<file path="config.mk">
export PLATFORM = sky130hd
export DESIGN_NAME = named_value_sum_accumulator
export DESIGN_NICKNAME = d
export VERILOG_FILES = /design/src/rtl/named_value_pkg.sv /design/src/rtl/named_value_sat_adder.sv /design/src/rtl/named_value_sum_accumulator.sv
export SDC_FILE = /design/constraint.sdc
export NUM_CORES = 1
export LEC_CHECK = 0
export BUFFER_PORTS_ARGS = -buffer_cell sky130_fd_sc_hd__buf_2
export CELL_PAD_IN_SITES_DETAIL_PLACEMENT = 0
export CELL_PAD_IN_SITES_GLOBAL_PLACEMENT = 2
export CORE_MARGIN = 3
export CORE_UTILIZATION = 35
export DETAILED_ROUTE_END_ITERATION = 10
export HOLD_SLACK_MARGIN = 0.15
export PLACE_DENSITY_LB_ADDON = 0.2
export SYNTH_ARGS = -nofsm -noshare
export SYNTH_HDL_FRONTEND = slang
export SYNTH_HIERARCHICAL = 1
export SYNTH_SLANG_ARGS = --single-unit
</file>
<file path="constraint.sdc">
create_clock -name clk -period 2.4 [get_ports clk]
set_input_delay 0.36 -clock clk [delete_from_list [all_inputs] [get_ports clk]]
set_output_delay 0.36 -clock clk [all_outputs]
set_load 0.01 [all_outputs]
</file>
<file path="src/rtl/named_value_pkg.sv">
// Shared types and helpers for the named-value sum accumulator.
// Holds the opcode tags, FSM states and a width-generic saturating add.
package named_value_pkg;

    // Widest operand the saturating-add helper can handle.
    localparam int SAT_MW = 64;

    // Width of counters and the opcode field.
    localparam int CNT_W = 8;
    localparam int TAG_W = 8;

    typedef enum logic [TAG_W-1:0] {
        TAG_ACCUM = 8'd1,
        TAG_FLUSH = 8'd2
    } tag_t;

    typedef enum logic [1:0] {
        IDLE  = 2'd0,
        ACCUM = 2'd1,
        HOLD  = 2'd2
    } state_t;

    localparam logic [SAT_MW:0] SAT_ONE = {{SAT_MW{1'b0}}, 1'b1};

    // Adds two w-bit values held in SAT_MW-bit containers.
    // Returns {overflow, clamped sum}; the sum clamps at 2^w-1.
    function automatic logic [SAT_MW:0] sat_add(
        input logic [SAT_MW-1:0] a,
        input logic [SAT_MW-1:0] b,
        input int unsigned       w
    );
        logic [SAT_MW:0] s;
        logic [SAT_MW:0] lim;
        s   = {1'b0, a} + {1'b0, b};
        lim = (SAT_ONE << w) - SAT_ONE;
        if (s > lim) begin
            sat_add = {1'b1, lim[SAT_MW-1:0]};
        end else begin
            sat_add = {1'b0, s[SAT_MW-1:0]};
        end
    endfunction

endpackage

</file>
<file path="src/rtl/named_value_sat_adder.sv">
// Combinational W-bit saturating adder with overflow flag.
// Used for the window accumulator and the error counter.
module named_value_sat_adder
    import named_value_pkg::*;
#(
    parameter int W = 20
) (
    input  logic [W-1:0] a_i,
    input  logic [W-1:0] b_i,
    output logic [W-1:0] sum_o,
    output logic         ovf_o
);

    // High bits of the helper result are always zero after clamping.
    logic [SAT_MW-W-1:0] hi_unused;

    // Widen both operands, add, and clamp at the W-bit maximum.
    always_comb begin
        {ovf_o, hi_unused, sum_o} = sat_add(SAT_MW'(a_i), SAT_MW'(b_i), W);
    end

endmodule

</file>
<file path="src/rtl/named_value_sum_accumulator.sv">
// Windowed, saturating accumulator for the named-value sum stream.
// Emits one registered total per full window or flush.
module named_value_sum_accumulator
    import named_value_pkg::*;
#(
    parameter int WINDOW = 4,
    parameter int SUM_W  = 16,
    parameter int ACC_W  = 20
) (
    input  logic             clk,
    input  logic             rst,
    input  logic             in_valid,
    output logic             in_ready,
    input  logic [SUM_W-1:0] in_sum,
    input  logic [7:0]       in_tag,
    output logic             out_valid,
    input  logic             out_ready,
    output logic [ACC_W-1:0] out_total,
    output logic [7:0]       out_count,
    output logic             out_overflow,
    output logic [7:0]       err_count
);

    localparam logic [CNT_W-1:0] WIN_CNT = CNT_W'(WINDOW);

    state_t             state_q, state_d;
    logic [ACC_W-1:0]   acc_q, acc_d;
    logic [CNT_W-1:0]   cnt_q, cnt_d;
    logic               ovf_q, ovf_d;
    logic               rdy_q, rdy_d;
    logic               vld_q, vld_d;
    logic [ACC_W-1:0]   total_q, total_d;
    logic [CNT_W-1:0]   count_q, count_d;
    logic               oflow_q, oflow_d;
    logic [CNT_W-1:0]   err_q, err_d;

    logic [ACC_W-1:0]   sum_ext;
    logic [ACC_W-1:0]   acc_sum;
    logic               acc_ovf;
    logic               ovf_new;
    logic [CNT_W-1:0]   cnt_inc;
    logic [CNT_W-1:0]   err_sum;
    logic               err_ovf;
    logic               accept;
    logic               is_accum;
    logic               is_flush;

    assign sum_ext = ACC_W'(in_sum);

    named_value_sat_adder #(.W(ACC_W)) u_acc_add (
        .a_i   (acc_q),
        .b_i   (sum_ext),
        .sum_o (acc_sum),
        .ovf_o (acc_ovf)
    );

    named_value_sat_adder #(.W(CNT_W)) u_err_add (
        .a_i   (err_q),
        .b_i   (CNT_W'(1)),
        .sum_o (err_sum),
        .ovf_o (err_ovf)
    );

    // Decode the handshake and the opcode of the offered sample.
    always_comb begin
        accept   = in_valid && rdy_q;
        is_accum = (in_tag == TAG_ACCUM);
        is_flush = (in_tag == TAG_FLUSH);
        cnt_inc  = cnt_q + CNT_W'(1);
        ovf_new  = ovf_q | acc_ovf;
    end

    // Next-state, accumulator and result-register update.
    always_comb begin
        state_d = state_q;
        acc_d   = acc_q;
        cnt_d   = cnt_q;
        ovf_d   = ovf_q;
        vld_d   = vld_q;
        total_d = total_q;
        count_d = count_q;
        oflow_d = oflow_q;
        err_d   = err_q;
        unique case (state_q)
            IDLE, ACCUM: begin
                if (accept) begin
                    if (is_accum) begin
                        acc_d   = acc_sum;
                        cnt_d   = cnt_inc;
                        ovf_d   = ovf_new;
                        state_d = ACCUM;
                        if (cnt_inc == WIN_CNT) begin
                            total_d = acc_sum;
                            count_d = cnt_inc;
                            oflow_d = ovf_new;
                            vld_d   = 1'b1;
                            state_d = HOLD;
                        end
                    end else if (is_flush) begin
                        vld_d   = 1'b1;
                        state_d = HOLD;
                        if (state_q == IDLE) begin
                            total_d = '0;
                            count_d = '0;
                            oflow_d = 1'b0;
                        end else begin
                            acc_d   = acc_sum;
                            cnt_d   = cnt_inc;
                            ovf_d   = ovf_new;
                            total_d = acc_sum;
                            count_d = cnt_inc;
                            oflow_d = ovf_new;
                        end
                    end else begin
                        err_d = err_ovf ? '1 : err_sum;
                    end
                end
            end
            HOLD: begin
                if (out_ready) begin
                    vld_d   = 1'b0;
                    acc_d   = '0;
                    cnt_d   = '0;
                    ovf_d   = 1'b0;
                    state_d = IDLE;
                end
            end
            default: begin
                state_d = IDLE;
            end
        endcase
        rdy_d = (state_d != HOLD);
    end

    // State and datapath registers with synchronous reset.
    always_ff @(posedge clk) begin
        if (rst) begin
            state_q <= IDLE;
            acc_q   <= '0;
            cnt_q   <= '0;
            ovf_q   <= 1'b0;
            rdy_q   <= 1'b0;
            vld_q   <= 1'b0;
            total_q <= '0;
            count_q <= '0;
            oflow_q <= 1'b0;
            err_q   <= '0;
        end else begin
            state_q <= state_d;
            acc_q   <= acc_d;
            cnt_q   <= cnt_d;
            ovf_q   <= ovf_d;
            rdy_q   <= rdy_d;
            vld_q   <= vld_d;
            total_q <= total_d;
            count_q <= count_d;
            oflow_q <= oflow_d;
            err_q   <= err_d;
        end
    end

    assign in_ready     = rdy_q;
    assign out_valid    = vld_q;
    assign out_total    = total_q;
    assign out_count    = count_q;
    assign out_overflow = oflow_q;
    assign err_count    = err_q;

endmodule

</file>
Yosys cells after proc, flatten, opt, wreduce, memory -nomap -nowiden:

Cells that the tools add are included.

* register bits: 70
* input port bits: 28
* word-level logic and storage cells: 83

* add/sub/neg operators: 3
* order comparisons: 2
* equal/unequal tests: 12
* muxes and demuxes: 44
* bitwise logic cells: 3
* reductions and logical operators: 9

Operators with widths (count)
* $mux W20: 9
* $mux W65: 2
* $mux W8: 10
* $gt A65 B20 Y1 const B: 1
* $gt A65 B8 Y1 const B: 1
* $pmux W20 S2: 1
* $add A20 B16 Y21: 1
* $pmux W8 S2: 1
* $mux W1: 13
* $mux W2: 5
* $reduce_and A5 Y1: 2
* $add A8 B1 Y9 const B: 1
* $ne A3 B3 Y1 const B: 3
* $add A8 B1 Y8 const B: 1
* $eq A8 B1 Y1 const B: 1
* $eq A8 B2 Y1 const B: 1
* $eq A8 B3 Y1 const B: 1
* $reduce_and A4 Y1: 2
* $ne A2 B2 Y1 const B: 3
* $pmux W1 S2: 2
* $pmux W2 S2: 1
* $reduce_bool A2 Y1: 2
* $eq A2 B1 Y1 const B: 1
* $eq A2 B2 Y1 const B: 1
* 6 further kinds: 7

Depth between registers and ports, before layout:

Gate-level depths: netlist of the first run.

* depth in word-level cells: 9
* gate-level depth with buffers: 12
* mapped depth without buffers: 10

Cells and area by module:

Netlist of the first run, hierarchy kept.

By module, submodules not included
* named_value_sum_accumulator: times used 1, cells each 324, area each 2977.9 um^2
* named_value_sat_adder (u_acc_add): times used 1, cells each 196, area each 1415.1 um^2
* named_value_sat_adder (u_err_add): times used 1, cells each 51, area each 407.9 um^2

Worst setup path after synthesis of the first run:

No wires, ideal clock.

* path kind: input to register
* from: input port in_sum[0]
* to: register acc_q[18]
* setup time: 128 ps
* data arrival time: 2123 ps
* data required time: 2272 ps
* path slack: 149 ps
* stages on the path: 10
* buffers on the path: 0
* path through: ha_1 -> inv_1 -> fa_1 -> nand4b_1 -> o41ai_1 -> a21o_1 -> mux2i_1 -> o21ai_0 -> a22oi_1 -> nor2_1

* longest elaborated chain between the ends: 8

RTL lines
* start, declared: RTL line named_value_sum_accumulator.sv:14 `input logic [SUM_W-1:0] in_sum,`
* $add A20 B16 Y21 *: RTL line named_value_pkg.sv:34 `s = {1'b0, a} + {1'b0, b};`
* $gt A65 B20 Y1: RTL line named_value_pkg.sv:36 `if (s > lim) begin`
* $mux W65 *: RTL line named_value_pkg.sv:36
* named net acc_sum[18]: RTL line named_value_sum_accumulator.sv:38 `logic [ACC_W-1:0] acc_sum;`
* $mux W20: RTL line named_value_sum_accumulator.sv:102 `if (state_q == IDLE) begin`
* $mux W20: RTL line named_value_sum_accumulator.sv:99 `end else if (is_flush) begin`
* $mux W20 *: RTL line named_value_sum_accumulator.sv:87 `if (is_accum) begin`
* $mux W20 *: RTL line named_value_sum_accumulator.sv:86 `if (accept) begin`
* $pmux W20 S2 *: RTL line named_value_sum_accumulator.sv:84 `unique case (state_q)`
* end signal, assigned: RTL line named_value_sum_accumulator.sv:139 `acc_q <= '0;`
* end signal, assigned: RTL line named_value_sum_accumulator.sv:150 `acc_q <= acc_d;`
* end, declared: RTL line named_value_sum_accumulator.sv:27 `logic [ACC_W-1:0] acc_q, acc_d;`

The timed path passes the listed nets; every way through them passes the cells marked *. The select of a mux whose other input is x is not followed.
A chain may end at the register's enable or synchronous reset.

Worst setup path after layout of the first run:

* from: register acc_q[0]
* to: register total_q[10] (netlist: out_total[10])

* longest elaborated chain between the ends: 6

RTL lines
* $add A20 B16 Y21 *: RTL line named_value_pkg.sv:34
* $gt A65 B20 Y1: RTL line named_value_pkg.sv:36
* $mux W65 *: RTL line named_value_pkg.sv:36
* named net acc_sum[10]: RTL line named_value_sum_accumulator.sv:38
* $mux W20: RTL line named_value_sum_accumulator.sv:102
* $mux W20: RTL line named_value_sum_accumulator.sv:99
* $mux W20 *: RTL line named_value_sum_accumulator.sv:87
* end signal, assigned: RTL line named_value_sum_accumulator.sv:155 `total_q <= total_d;`
* end, declared: RTL line named_value_sum_accumulator.sv:32 `logic [ACC_W-1:0] total_q, total_d;`

Marked as above.

==> results of run 1 <==
-- cell usage in the layout (no fill, tap or decap), drive strengths merged, types with 3 or more instances in the layout --
master	synthesis	final
nor3	11	11
a31oi	8	8
a21oi	28	28
and3	3	3
nand2	50	50
mux2i	35	35
o21ai	23	23
buf	15	130
a22oi	24	24
nor2	69	69
o41ai	4	4
or3	3	3
a21o	8	8
conb	2	13
a211o	3	3
xor2	5	5
nand2b	37	37
nor2b	8	8
dfxtp	70	70
o21a	5	5
o31ai	3	3
a211oi	20	20
nand3	14	14
clkbuf	18	12
a21boi	4	4
inv	15	16
ha	30	30
nand4	5	5
mux2	3	3
nand3b	3	3
xnor2	9	9
-- metal layers --
metal  GRT usage  part of all wire
met4      0.0498             0.012
met3      0.0448             0.037
met2       0.311              0.47
met1       0.239              0.48
met5           0                 0
-- path summary, 6_finish.rpt --
| check | slack [ns] | cells past startpoint | endpoint | from |
|---|---|---|---|---|
| min | 0.39 | 3 | state_q[0] | in_valid |
| max reg2reg | 0.02 | 12 | out_total[10] | acc_q[0] |
| min reg2reg | 0.47 | 2 | out_count[4] | out_count[4] |
| max | 0.02 | 12 | out_total[10] | acc_q[0] |
-- power breakdown --
| group | switching (mW) | internal [mW] |
|---|---|---|
| logic | 0.223 | 0.171 |
| clock network | 0.545 | 0.999 |
| registers | 0.0101 | 1.17 |
-- worst reg2reg max path, stage by stage (launching register included) --
cell and delay [ns]:
dfxtp_2 0.35, ha_4 0.14, inv_2 0.04, fa_2 0.36, nand4b_1 0.25, o41ai_2 0.40
a21o_1 0.16, buf_4 0.13, xnor2_2 0.12, nand2_2 0.09, buf_4 0.14, nand2_1 0.05
mux2i_1 0.05
-- sequential cells by signal, summed over array words and instances, names as in the netlist --
| register | cells |
|---|---|
| acc_q | 20 |
| state_q | 2 |
| out_valid | 1 |
| out_total | 20 |
| err_count | 8 |
| ovf_q | 1 |
| out_overflow | 1 |
| in_ready | 1 |
| out_count | 8 |
| cnt_q | 8 |
-- what timing repair did --
action,CTS,global route
gates resized for setup,7,27
pin swaps,4,18
setup buffers,0,6
cloned,0,0
setup endpoints to repair,11,37
-- final cells by class --
cell class | instances | area share
timing repair buffer | 130 | 0.137
multi-input combinational | 464 | 0.538
tap | 176 | 0.0354
sequential | 70 | 0.225
clock inverter | 4 | 0.0123
inverter | 15 | 0.00905
clock buffer | 12 | 0.0428
-- metrics by stage --
| stage | setup slack, ns | cells | hold WS (ns) |
|---|---|---|---|
| global route | -0.110 | 871 | 0.414 |
| detailed placement | -0.185 | 849 | 0.464 |
| finish | 0.0248 | 871 | 0.395 |
| floorplan | 0.149 | 582 | 0.453 |
| global placement | -0.163 | 849 | 0.451 |
| CTS | 0.00359 | 865 | 0.380 |
-- cells by family after synthesis --
kind of cell,Yosys count
XOR/XNOR,14
adder cells (fa/ha/maj),32
AO/OA/AOI/OAI,149
buffers and inverters,48
flip-flops,70
multiplexers,38
other,2
AND/OR/NAND/NOR,218
==> results.py, run 1 <==
metrics = {
    "cells_and_area": {
        "postLayoutCellArea_um2": 6220,
        "drive_above_1_share": 0.279,
        "nets": 750,
        "multi_input_area_um2": 3350,
        "syn2layout_area_growth_pct": 29.6,
        "register_area_um2": 1400,
        "fillers": 1362,
        "final_core_util": 0.466,
        "antennaDiodeCount": 0,
    },
    "sta": {
        "fin_skew_ns": 0.0104,
        "report.final.slew_viol_count": 0,
        "tns_ns": 0,
        "maxSlewHeadroom": 0.177,
        "tightestPinTransition_ns": 1.24,
        "hold_viol_final": 0,
        "clock.fmax_mhz": 421,
        "setup_viol": 0,
        "min_period_over_period": 0.990,
        "rsz0062_at_grt": "true",
        "finalCriticalPeriod_ns": 2.38,
    },
    "yosys": {
        "ys.flop_type": "dfxtp_1",
        "yosysTopAreaCellShare": 0.292,
        "synth.most_common_cell": "dfxtp_1",
        "yosysWarnings": 6,
        "synth_top_family_by_area": "compound AO/OA/AOI/OAI gates",
        "yosys.area_share.simple": 0.225,
        "syn_avg_cell_area_um2": 8.41,
        "synthTopCellsByCount": "70 x dfxtp_1, 68 x nor2_1, 50 x nand2_1, 37 x nand2b_1, 35 x mux2i_1",
        "yosys-top-cells-area": "dfxtp_1 29%, ha_1 7.8%, mux2i_1 7.3%, nor2_1 5.3%, nand2b_1 4.8%",
        "muxShareOfSynthArea": 0.0800,
        "yosysUniqueCellTypes": 75,
        "synth-seq-cells": 70,
        "synth_xor_area_frac": 0.0255,
        "yosysSeqAreaShare": 0.292,
        "syn_inst": 571,
        "synth_compound_gate_area_share": 0.237,
        "yosys.area.top_type": "dfxtp_1",
        "synth-edff-count": 0,
        "async_flop_share": 0,
        "synth_area_um2": 4800,
        "synth_fa_ha_area_frac": 0.0865,
    },
    "place": {
        "io_buffers": 66,
        "placed_cell_area_um2": 5680,
        "gp_congestion": 0.845,
        "dp_hpwl_um": 10300,
    },
    "global_route": {
        "overflow": 0,
        "grt_usage": 0.186,
        "grt_pass1_wl_um": 22200,
        "antenna_found_initial": 0,
        "grt_max_degree": 36,
        "grt_pass1_vias": 4433,
    },
    "pwr": {
        "p_leak_nw": 2.84,
        "power-per-cell-area_nw_per_um2": 502,
        "max-vdd-ir-drop_mv": 0.343,
        "p_total_mw": 3.12,
    },
    "clock_network": {
        "cts_tree": "yes",
        "clk_latency_ns": 0.34,
        "cts_inserted_buffers": 9,
        "clock-root-buffer": "clkbuf_16",
        "htree_levels": 3,
        "clkTransAtPathRegs_ns": 0.06,
        "cts.sinks": 70,
        "clockBufferDepth": 2,
        "cts_hold_buf": 0,
    },
    "critical_path": {
        "slowest_delay_ns": 0.40,
        "cpMostUsedCell": "buf_4",
        "worstSetupPathType": "flop to flop",
        "crit_path_end_kind": "flop",
        "cp.arrival_ns": 2.60,
        "crit_buf_inv": 3,
        "critPathSlowestCell": "o41ai_2",
        "cp_max_fo": 2,
        "cp_top_family": "compound AO/OA/AOI/OAI gates",
        "cp.required_ns": 2.62,
        "startpoint_type": "flop",
        "crit_path_cell_trace": "ha_4 -> inv_2 -> fa_2 -> nand4b_1 -> o41ai_2 -> a21o_1 -> buf_4 -> xnor2_2 -> nand2_2 -> buf_4 -> nand2_1 -> mux2i_1",
    },
    "status": {
        "status": "finished clean",
    },
    "die": {
        "core_um2": 13300,
        "die-area_um2": 15200,
        "start_util": 0.360,
        "dieWidth_um": 123,
        "pin_count": 67,
        "num_rows": 42,
        "fp.dieH_um": 123,
    },
    "detailed_routing": {
        "drc": 0,
        "routed_wl_um": 13900,
        "antenna_left": 0,
        "drt_iter0_drc": 241,
        "vias_per_cell": 5.14,
        "wl_per_cell_um": 16.0,
        "num_vias": 4480,
        "first_pass_iters": 4,
    },
    "hold_path": {
        "hold_class": "input port to flop",
    },
    "flow_run": {
        "maxCapViolations": 0,
    },
}
Note: power is estimated with default switching activity, not from simulation.
==> run 2: changes to the inputs <==
CORE_UTILIZATION = 36   (was 35)
CTS_BUF_LIST = sky130_fd_sc_hd__clkbuf_8   (was unset)
SLEW_MARGIN = 25   (was unset)
==> run 2 against run 1 <==
  * Non-clock buffer count shrank 13
  * Sequential share of layout area grew 0.81 points
  * Routed wire length shrank 4.5%
  * Largest cell class unchanged
  * Largest power group is now registers
==> results.py, run 2 (synthesis gave the netlist of run 1 again) <==
metrics = {
    "status": {
        "status": "finished clean",
    },
    "detailed_routing": {
        "antenna_left": 0,
        "drt_iter0_drc": 240,
        "routed_wl_um": 13300,
        "wl_per_cell_um": 15.6,
        "num_vias": 4480,
        "drc": 0,
        "first_pass_iters": 4,
        "vias_per_cell": 5.25,
    },
    "die": {
        "die-area_um2": 14800,
        "core_um2": 12800,
        "dieWidth_um": 121,
        "num_rows": 41,
        "pin_count": 67,
        "fp.dieH_um": 121,
        "start_util": 0.374,
    },
    "sta": {
        "fin_skew_ns": 0.0140,
        "rsz0062_at_grt": "true",
        "clock.fmax_mhz": 423,
        "setup_viol": 0,
        "min_period_over_period": 0.985,
        "report.final.slew_viol_count": 0,
        "finalCriticalPeriod_ns": 2.36,
        "maxSlewHeadroom": 0.546,
        "tightestPinTransition_ns": 0.681,
        "hold_viol_final": 0,
        "hold_ws_ns": 0.278,
    },
    "global_route": {
        "grt_max_degree": 43,
        "antenna_found_initial": 0,
        "grt_pass1_vias": 4413,
        "overflow": 0,
        "grt_usage": 0.185,
        "grt_pass1_wl_um": 21800,
    },
    "cells_and_area": {
        "syn2layout_area_growth_pct": 25.1,
        "fillers": 1336,
        "antennaDiodeCount": 0,
        "final_cell_mix": "69 x dfxtp_1, 67 x nor2_1, 66 x buf_2",
        "final_core_util": 0.468,
        "nets": 737,
        "drive_above_1_share": 0.264,
        "fin_cells": 854,
        "layout_commonest_cell": "dfxtp_1",
    },
    "clock_network": {
        "clk_latency_ns": 0.37,
        "clock-root-buffer": "clkbuf_8",
        "clkTransAtPathRegs_ns": 0.08,
        "htree_levels": 3,
        "cts.sinks": 70,
        "clockBufferDepth": 2,
        "cts_inserted_buffers": 9,
        "cts_tree": "yes",
    },
    "critical_path": {
        "startpoint_type": "flop",
        "ff2ff_path_depth": 10,
        "crit_path_end_kind": "flop",
        "cp.required_ns": 2.65,
        "cp_max_fo": 14,
        "worstSetupPathType": "flop to flop",
        "cp.arrival_ns": 2.61,
        "ff2ff_setup_slack_ns": 0.04,
    },
    "pwr": {
        "max-vdd-ir-drop_mv": 0.232,
        "power-per-cell-area_nw_per_um2": 443,
        "p_leak_nw": 2.72,
    },
    "flow_run": {
        "maxCapViolations": 0,
    },
    "place": {
        "placedCellCount": 833,
        "gp_congestion": 0.838,
        "io_buffers": 66,
        "dp_hpwl_um": 9720,
    },
    "hold_path": {
        "hold_depth": 2,
        "hold_class": "input port to flop",
    },
}
==> run 2: cell count changes in the layout (fill, tap and decap cells not counted), moves of 2 or more <==
cell	previous run	this run
buf_4	60	47
o21ai_0	16	13
clkinv_2	0	2
clkbuf_16	9	0
o21ai_1	7	9
clkbuf_8	3	9
==> run 2: critical path, cell delays in order, from the launching register on <==
cell and delay (ns):
dfxtp_1 0.32, ha_1 0.33, a211o_1 0.34, a21boi_2 0.20, nand2_1 0.13, a211oi_4 0.33
buf_12 0.19, buf_4 0.11, nand2b_1 0.06, a22oi_1 0.17, nor2_1 0.05
==> run 2: worst paths after layout <==
check	from	end
setup / recovery	acc_q[3]	acc_q[0]
hold / removal	rst	cnt_q[2]
setup reg to reg	acc_q[3]	acc_q[0]
hold reg to reg	out_count[4]	out_count[4]
==> run 2: timing repair <==
action,CTS,global route
endpoints found under the setup margin,9,30
gates cloned,0,0
gates resized for setup,5,31
pin swaps,4,15
hold buffers,0,0
buffers inserted,0,5
==> run 2: routing by layer <==
metal / global-route usage / part of all wire / up-vias
li1: - / - / 2263
met1: 0.242 / 0.48 / 2127
met5: 0 / 0 / -
met2: 0.306 / 0.47 / 69
met3: 0.0322 / 0.030 / 21
met4: 0.0644 / 0.017 / 0
==> run 2: power by group <==
group	switching [mW]	internal (mW)
registers	0.0101	1.17
clock network	0.503	0.580
logic	0.223	0.170
==> run 2: stage by stage <==
| stage | setup WS [ns] | total power [mW] | setup TNS [ns] | cell area [µm²] |
|---|---|---|---|---|
| 2_1_floorplan | 0.149 | 1.47 | 0 | 4840 |
| 3_3_place_gp | -0.177 | 1.57 | -1.18 | 5600 |
| 3_5_place_dp | -0.228 | 1.58 | -1.71 | 5600 |
| 4_1_cts | 0.00209 | 2.67 | 0 | 5840 |
| 5_1_grt | -0.0616 | 2.80 | -0.439 | 6000 |
| 6_report | 0.0362 | 2.66 | 0 | 6000 |
==> run 2: area by class of cell <==
cell class	instances	area (µm²)	area share
Clock buffer	9	124	0.0206
Multi-Input combinational cell	464	3350	0.558
Tap cell	172	215	0.0358
Sequential cell	70	1400	0.234
Clock inverter	7	90.1	0.0150
Inverter	15	60.1	0.0100
Timing Repair Buffer	117	763	0.127
==> run 3: changes to the inputs <==
clock period = 2.6 ns   (was 2.4 ns; I/O delays follow)
==> run 3 against run 2 <==
  * Global-route usage shrank 0.72 points
  * Power down 12%
  * Routed wire length shrank 4.4%
  * Clock power shrank 15%
  * Utilization fell by 3.1 points
  * Sequential share of layout area rose by 1.7 points
  * Worst setup slack improved by 0.12 ns
  * Non-clock buffer count shrank 32
  * Die area is the same
  * First-iteration DRC count is 6.3% higher
  * Clock skew decreased by 0.0040 ns
  * Critical path type unchanged
  * Largest cell class unchanged
==> results.py, run 3 (synthesis gave the netlist of run 1 again) <==
metrics = {
    "status": {
        "status": "finished clean",
    },
    "cells_and_area": {
        "final_cell_mix": "70 x dfxtp_1, 67 x nor2_1, 66 x buf_2",
        "drive_above_1_share": 0.202,
        "antennaDiodeCount": 0,
        "fillers": 1359,
        "syn2layout_area_growth_pct": 16.7,
        "layout_commonest_cell": "dfxtp_1",
        "nets": 705,
    },
    "global_route": {
        "grt_pass1_wl_um": 20900,
        "overflow": 0,
        "grt_usage": 0.178,
        "grt_max_degree": 39,
        "antenna_found_initial": 0,
        "grt_pass1_vias": 4149,
    },
    "die": {
        "start_util": 0.374,
        "pin_count": 67,
        "core_um2": 12800,
        "fp.dieH_um": 121,
        "die-area_um2": 14800,
        "num_rows": 41,
        "dieWidth_um": 121,
    },
    "detailed_routing": {
        "drc": 0,
        "num_vias": 4332,
        "wl_per_cell_um": 15.5,
        "routed_wl_um": 12700,
        "vias_per_cell": 5.27,
        "drt_iter0_drc": 255,
        "antenna_left": 0,
        "first_pass_iters": 4,
    },
    "sta": {
        "tightestPinTransition_ns": 0.489,
        "maxSlewHeadroom": 0.670,
        "hold_viol_final": 0,
        "fin_skew_ns": 0.0100,
        "min_period_over_period": 0.941,
        "clock.fmax_mhz": 409,
        "finalCriticalPeriod_ns": 2.45,
        "report.final.slew_viol_count": 0,
        "setup_viol": 0,
        "hold_ws_ns": 0.343,
    },
    "pwr": {
        "pwr-share-seq": 0.466,
        "p_leak_nw": 2.54,
        "power-per-cell-area_nw_per_um2": 418,
        "intPower_mw": 1.67,
        "power.switching_uw": 676,
        "comb_power_share": 0.143,
        "pwr-share-clk": 0.391,
        "p_total_mw": 2.34,
        "swShare": 0.289,
        "max-vdd-ir-drop_mv": 0.244,
    },
    "critical_path": {
        "startpoint_type": "flop",
        "critPathSlowestCell": "dfxtp_1",
        "slowest_delay_ns": 0.35,
        "cp.arrival_ns": 2.70,
        "cp_top_family": "compound AO/OA/AOI/OAI gates",
        "ff2ff_setup_slack_ns": 0.15,
        "crit_path_end_kind": "flop",
        "worstSetupPathType": "flop to flop",
        "crit_buf_inv": 1,
        "cp_max_fo": 4,
        "cp.required_ns": 2.85,
        "crit_path_cell_trace": "ha_1 -> inv_1 -> fa_2 -> nand4b_1 -> or2_4 -> a211oi_4 -> o21a_1 -> o21ai_0 -> a22oi_1 -> nor2_1",
    },
    "place": {
        "dp_hpwl_um": 9300,
        "io_buffers": 66,
        "gp_congestion": 0.794,
    },
    "clock_network": {
        "clock-root-buffer": "clkbuf_8",
        "cts_tree": "yes",
        "clkTransAtPathRegs_ns": 0.08,
        "clockBufferDepth": 2,
        "cts_hold_buf": 0,
        "cts_inserted_buffers": 9,
        "cts.sinks": 70,
        "clk_latency_ns": 0.37,
        "htree_levels": 3,
    },
    "hold_path": {
        "hold_class": "input port to flop",
    },
    "flow_run": {
        "maxCapViolations": 0,
    },
}
-- run 3: cell types whose count changed in the layout (fill, tap and decap cells not counted), moves of 3 or more --
cell     before  now
a21oi_2       4    1
o21ai_1       9    4
buf_4        47   16
a21oi_1      23   26
o21ai_0      13   19
ha_1         27   30
-- run 3: layout make-up --
cell class                 instances  area [µm²]  share of cell area
timing repair buffer              85         510              0.0911
clock buffer                       9         124              0.0221
clock inverter                     7        72.6              0.0130
inverter                          15        56.3              0.0100
sequential                        70        1400               0.250
tap                              172         215              0.0384
multi-input combinational        464        3220               0.575
-- run 3: power by group through the flow --
stage	registers [mW]	clock network [mW]	logic [mW]
floorplan	1.12	0	0.238
global placement	1.12	0	0.324
detailed placement	1.12	0	0.329
CTS	1.09	0.962	0.330
global route	1.09	1.01	0.379
finish	1.09	0.916	0.334
-- run 3: final timing paths --
kind / start / cells past startpoint / endpoint
max reg2reg: acc_q[0] / 10 / acc_q[12]
max: acc_q[0] / 10 / acc_q[12]
min reg2reg: out_count[4] / 2 / out_count[4]
min: rst / 2 / cnt_q[2]
-- run 3: layer usage --
layer	wire [µm]	global-route usage	up-vias
li1	-	-	2204
met5	0	0	-
met4	108	0.0413	0
met2	6040	0.297	69
met3	495	0.0373	8
met1	6080	0.235	2051
-- run 3: what timing repair did --
item,in CTS,in global routing
endpoints found under the setup margin,0,9
gates resized for setup,0,6
setup buffers,0,1
-- run 3: per-stage QoR --
step / setup slack [ns] / setup TNS [ns] / std cells / utilization / instance area [µm²]
2_1_floorplan: 0.319 / 0 / 582 / - / 4840
3_3_place_gp: 0.00145 / 0 / 805 / 0.419 / 5380
3_5_place_dp: -0.0510 / -0.106 / 805 / 0.419 / 5380
4_1_cts: 0.0631 / 0 / 821 / 0.435 / 5570
5_1_grt: -0.0106 / -0.0106 / 822 / 0.437 / 5600
6_report: 0.152 / 0 / 822 / 0.437 / 5600
